`src/rtl/xor_stream_cipher.sv`:
```
// xor_stream_cipher
//   Framed multi-word XOR stream cipher. Every accepted data word is XORed with
//   one key word; the key index advances round-robin over KEY_WORDS words.
//   Encrypt and decrypt are the same operation.
//
//   Optional build macro: KEYSTREAM_ROTATE_EN
//     defined   : a working copy of the key is reloaded from the stored key on
//                 every accepted start and each word rotates left by one bit
//                 whenever the key index wraps.
//     undefined : the stored key is used directly (period KEY_WORDS).
//
// Ports
//   iClk, iRst           clock (rising) / async active-low reset
//   iEn                  global enable; 0 freezes every register
//   iKey_Load, iKey      key capture (IDLE only), word k = iKey[k*DATA_W +: DATA_W]
//   iStart, iLen         frame start and length in words (IDLE only)
//   iData_Valid, iData   input stream, oData_Ready is its ready
//   oData_Valid, oData   output stream, iOut_Ready is its ready
//   oBusy                state != IDLE
//   oDone                one-cycle pulse at frame completion
//   oKey_Err             sticky: start attempted with no key loaded
module xor_stream_cipher #(
  parameter int DATA_W    = 8,
  parameter int KEY_WORDS = 4,
  parameter int LEN_W     = 8
) (
  input  logic                        iClk,
  input  logic                        iRst,
  input  logic                        iEn,
  input  logic                        iKey_Load,
  input  logic [DATA_W*KEY_WORDS-1:0] iKey,
  input  logic                        iStart,
  input  logic [LEN_W-1:0]            iLen,
  input  logic                        iData_Valid,
  input  logic [DATA_W-1:0]           iData,
  output logic                        oData_Ready,
  output logic                        oData_Valid,
  output logic [DATA_W-1:0]           oData,
  input  logic                        iOut_Ready,
  output logic                        oBusy,
  output logic                        oDone,
  output logic                        oKey_Err
);

  localparam int IDX_W = (KEY_WORDS > 1) ? $clog2(KEY_WORDS) : 1;

  typedef enum logic [1:0] {IDLE, RUN, DRAIN, DONE} state_t;

  state_t                              state, stateNxt;
  logic [KEY_WORDS-1:0][DATA_W-1:0]    keyIn, keyReg, keyUse;
  logic                                keyValid, keyErr;
  logic [IDX_W-1:0]                    idx;
  logic [LEN_W-1:0]                    count, len;
  logic                                keyLd, startReq, startOk;
  logic                                inXfer, outXfer, idxWrap, lastWord;

  assign keyIn    = iKey;
  assign keyLd    = iEn && (state == IDLE) && iKey_Load;
  assign startReq = iEn && (state == IDLE) && iStart;
  // A key loaded in the same cycle counts, so the start uses the new key.
  assign startOk  = startReq && (keyValid || iKey_Load);

  assign oData_Ready = iEn && (state == RUN) && (!oData_Valid || iOut_Ready);
  assign inXfer      = iData_Valid && oData_Ready;
  assign outXfer     = iEn && oData_Valid && iOut_Ready;
  assign idxWrap     = (idx == IDX_W'(KEY_WORDS - 1));
  assign lastWord    = (count == len - LEN_W'(1));

  // Stored key
  always_ff @(posedge iClk or negedge iRst) begin
    if (!iRst)      keyReg <= '0;
    else if (keyLd) keyReg <= keyIn;
  end

`ifdef KEYSTREAM_ROTATE_EN
  logic [KEY_WORDS-1:0][DATA_W-1:0] keyWork, keyRot;

  for (genvar g = 0; g < KEY_WORDS; g++) begin : gRot
    assign keyRot[g] = {keyWork[g][DATA_W-2:0], keyWork[g][DATA_W-1]};
  end

  // Working key restarts from the stored (or just-loaded) key every frame.
  always_ff @(posedge iClk or negedge iRst) begin
    if (!iRst)                    keyWork <= '0;
    else if (startOk)             keyWork <= iKey_Load ? keyIn : keyReg;
    else if (inXfer && idxWrap)   keyWork <= keyRot;
  end

  assign keyUse = keyWork;
`else
  assign keyUse = keyReg;
`endif

  // FSM: state register
  always_ff @(posedge iClk or negedge iRst) begin
    if (!iRst) state <= IDLE;
    else       state <= stateNxt;
  end

  // FSM: next state
  always_comb begin
    stateNxt = state;
    case (state)
      IDLE:  if (startOk) stateNxt = (iLen == '0) ? DONE : RUN;
      RUN:   if (inXfer && lastWord) stateNxt = DRAIN;
      DRAIN: if (iEn && (!oData_Valid || iOut_Ready)) stateNxt = DONE;
      DONE:  if (iEn) stateNxt = IDLE;
      default: stateNxt = IDLE;
    endcase
  end

  // FSM: outputs
  always_comb begin
    oBusy = (state != IDLE);
    oDone = iEn && (state == DONE);
  end

  // Datapath, key status and frame counters
  always_ff @(posedge iClk or negedge iRst) begin
    if (!iRst) begin
      keyValid    <= 1'b0;
      keyErr      <= 1'b0;
      idx         <= '0;
      count       <= '0;
      len         <= '0;
      oData       <= '0;
      oData_Valid <= 1'b0;
    end else begin
      if (keyLd) begin
        keyValid <= 1'b1;
        keyErr   <= 1'b0;
      end
      if (startReq && !startOk) keyErr <= 1'b1;
      if (startOk) begin
        len   <= iLen;
        count <= '0;
        idx   <= '0;
      end
      if (inXfer) begin
        oData       <= iData ^ keyUse[idx];
        oData_Valid <= 1'b1;
        idx         <= idxWrap ? '0 : idx + IDX_W'(1);
        count       <= count + LEN_W'(1);
      end else if (outXfer) begin
        oData_Valid <= 1'b0;
      end
    end
  end

  assign oKey_Err = keyErr;

endmodule

```
`config.mk`:
```
export PLATFORM = sky130hd
export DESIGN_NAME = xor_stream_cipher
export DESIGN_NICKNAME = d
export VERILOG_FILES = /design/src/rtl/xor_stream_cipher.sv
export SDC_FILE = /design/constraint.sdc
export NUM_CORES = 1
export LEC_CHECK = 0
export CAP_MARGIN = 20
export CORE_ASPECT_RATIO = 1.75
export CORE_MARGIN = 3
export CORE_UTILIZATION = 46
export CTS_CLUSTER_SIZE = 10
export DETAILED_ROUTE_END_ITERATION = 7
export PLACE_DENSITY = 0.76
export SLEW_MARGIN = 20
export SYNTH_ARGS = -nofsm -noshare
export SYNTH_HDL_FRONTEND = slang
export SYNTH_SLANG_ARGS = --single-unit
```
`constraint.sdc`:
```
create_clock -name iClk -period 1.8 [get_ports iClk]
set_clock_uncertainty 0.05 [all_clocks]
set_input_delay 0.18 -clock iClk [delete_from_list [all_inputs] [get_ports iClk]]
set_output_delay 0.18 -clock iClk [all_outputs]
set_load 0.005 [all_outputs]
```
==> impl_metrics.toml <==
[die]
floorplan.rows = 38
total_die_area_um2 = 7740
core_region_area_um2 = 6320
ioPinCount = 68
die_h_um = 114
floorplan.die.width_um = 67.8
starting_density_of_the_core_pct = 48.7

[pwr]
netSwitchingFraction_pct = 25.9
vdd_ir_drop_max_v = 0.000610
power_density_nw_per_um2 = 760
clkPwrFrac_pct = 31.8
cellInternalPower_uw = 2430
comb_power_share_pct = 18.5
seqPwrFrac_pct = 49.6
total_net_switching_power_uw = 853
totalPowerFinal_uw = 3290
p_leak_uw = 0.00206

[logic_synthesis]
yosysSeqAreaShare_pct = 51.2
ys_ff_latch = 63
syn_area_um2 = 3080
yosys_warnings = 0
synth-edff-count = 0
netlist-cell-type-count = 38
postSynthCellCount = 252
ys_async_sr_fraction_pct = 100
mappedNetlistNets = 314
dominantRegCellSynth = "sky130_fd_sc_hd__dfrtp_1"
post_synth.cell_area_avg_um2 = 12.2

[worst_setup_path]
crit_fanout = 3
r2r_slack_ns = -0.05
startpoint_type = "flop"
timing_worst_setup_path_type = "flop to flop"
arrival_ns = 2.05
cp-end-kind = "flop"
crit_required_ns = 2.00

[drt]
final_routed_wirelength_across_all_metal_layers_um = 6760
final_antenna_net_count = 0
wl_per_cell_um = 15.8
drc_errors = 0
via_count = 2264
first_pass_iters = 6
route.detailed.vias_per_inst = 5.30
drt_iter0_drc = 143

[timing]
grt_setup_unrepaired = "yes"
timing_max_transition_violations_final = 0
final_hold_viol_count = 0
clock.fmax_ghz = 0.541
finalWorstPathRequiredPeriod_ns = 1.85
post-route-worst-setup-slack_ns = -0.0484
setup-tns-final_ns = -0.0943
relSlewSlack_pct = 67.6
worst_slew_pin_slew_ns = 0.487
final_clock_period_utilization_by_the_worst_path_pct = 103
finalSetupViolations = 2

[finish]
final_core_utilization_pct = 68.4
flow.area_growth_from_synthesis_pct = 40.5
nets = 406
num_antenna_cells = 0
share_of_final_layout_standard_cells_stronger_than_drive_strength_1_pct = 31.4

[clock_network]
clk_root_buffer_cell = "sky130_fd_sc_hd__clkbuf_8"
cts.htree.levels = 3
cts_num_sinks = 63
clk-insertion-delay-late_ns = 0.33
cts_buffers = 9
cts-root-to-sink-buffers = 2
clk_pin_slew_ns = 0.07
clock_tree_from_tritoncts = "yes"

[outcome]
violations = "negative setup slack"
run_status = "finished with violations"

[global_routing]
grt_start_max_net_pins = 60
global_route_usage_over_all_layers_pct = 19.5
antenna_found_initial = 0
overflow = 0
grt_pass1_wl_um = 11200
vias_in_the_first_global_route = 2482

[placement]
routabilityCongestion = 0.785
detailed_place_hpwl_um = 4990
detailedPlace.worstSlack_ns = -0.202
port-buffer-count = 67

[flow_run]
timing.max_cap.violations = 0

[worst_hold_path]
worst_hold_path_type = "input pin to asynchronous set/reset pin"
==> layer usage <==
layer / wire length, um / global-route usage [%] / vias up
met3: 360 / 6.48 / 10
met4: 94 / 8.63 / 0
li1: - / - / 1085
met5: 0 / 0 / -
met2: 3670 / 32.3 / 57
met1: 2630 / 22.3 / 1112
==> flip-flops by register name, summed over array words and instances (netlist names) <==
| register | count |
|---|---|
| oKey_Err | 1 |
| state | 2 |
| len | 8 |
| count | 8 |
| idx | 2 |
| oData | 8 |
| oData_Valid | 1 |
| keyReg | 32 |
| keyValid | 1 |
==> cell usage in the layout, fill, tap and decap left out, types with 4 or more instances in the layout <==
cell	n
sky130_fd_sc_hd__dfrtp_1	61
sky130_fd_sc_hd__nor2_1	7
sky130_fd_sc_hd__clkbuf_8	11
sky130_fd_sc_hd__mux4_2	8
sky130_fd_sc_hd__and3_1	6
sky130_fd_sc_hd__clkdlybuf4s50_1	63
sky130_fd_sc_hd__o21ai_0	18
sky130_fd_sc_hd__nand3_1	7
sky130_fd_sc_hd__nand2_1	21
sky130_fd_sc_hd__a21oi_1	4
sky130_fd_sc_hd__xor2_1	5
sky130_fd_sc_hd__buf_4	20
sky130_fd_sc_hd__mux2_2	40
sky130_fd_sc_hd__xnor2_1	13
==> Yosys cell counts (all sizes together) (2+ instances only) <==
library cell	number	share of area, %
a21oi	4	0.65
and2	3	0.61
and3	6	1.2
buf	3	0.45
clkbuf	9	1.1
dfrtp	63	51
ha	7	2.8
inv	5	0.61
mux2	40	15
mux2i	2	0.65
mux4	8	5.9
nand2	22	2.7
nand2b	2	0.41
nand3	8	1.3
nor2	8	0.98
nor3	4	0.65
nor4	3	1.1
o21ai	18	2.9
o31ai	3	0.73
o41ai	2	0.81
xnor2	14	4.0
xor2	5	1.4
==> final timing paths <==
check | start | to | cells past startpoint
setup / recovery | state[1] | state[1] | 6
hold reg to reg | oData[5] | oData[5] | 2
setup reg to reg | state[1] | state[1] | 6
hold / removal | iRst | keyReg[31] | 2
min in group iClk | iKey[15] | keyReg[15] | 2
max in group asynchronous | iRst | oData[2] | 3
==> area by class of cell <==
class | count | area (um^2)
well taps | 80 | 100
clock buffers | 13 | 159
fillers | 476 | 2000
multi-input cells | 172 | 1550
inverters | 5 | 18.8
clock inverters | 1 | 5.00
repair buffers | 93 | 908
flip-flops and latches | 63 | 1580
==> through the flow <==
step                hold slack [ns]  cell area [um^2]  cells
floorplan                    -0.166              3090    252
detailed placement          -0.0400              4010    408
global route                  0.138              4320    427
CTS                           0.130              4270    425
finish                        0.153              4320    427
global placement            -0.0431              4010    408
==> cells by family (layout without fill, tap and decap cells) <==
logic type | Yosys count | in the layout | share of synthesized area [%]
muxes | 50 | 50 | 21.1
and+or+nand+nor | 62 | 62 | 10.4
AOI/OAI and AO/OA | 34 | 34 | 6.79
buffers and inverters | 17 | 112 | 2.16
adders and majority gates | 7 | 7 | 2.85
xor gates and xnor gates | 19 | 19 | 5.41
DFF | 63 | 63 | 51.2
==> power groups by stage <==
stage               Clock (uW)  Sequential [uW]  Combinational [uW]
global placement             0             1650                 590
finish                    1050             1630                 609
CTS                       1080             1630                 609
detailed placement           0             1650                 607
floorplan                    0             1590                 287
global route              1150             1650                 682
==> critical path, cell delays in order, from the launching register on <==
cell                        delay [ns]
sky130_fd_sc_hd__dfrtp_1          0.42
sky130_fd_sc_hd__ha_2             0.20
sky130_fd_sc_hd__nor2b_1          0.13
sky130_fd_sc_hd__o2bb2ai_2        0.17
sky130_fd_sc_hd__nand3_2          0.13
sky130_fd_sc_hd__o41ai_4          0.42
sky130_fd_sc_hd__mux2i_1          0.25
==> repair_timing <==
action,in CTS,in global routing
setup buffers,2,2
hold buffers,1,0
endpoints found under the hold margin,63,0
pin swaps,6,8
setup endpoints to repair,4,11
resized for setup,20,11
Power figures use the tool's default switching activity.
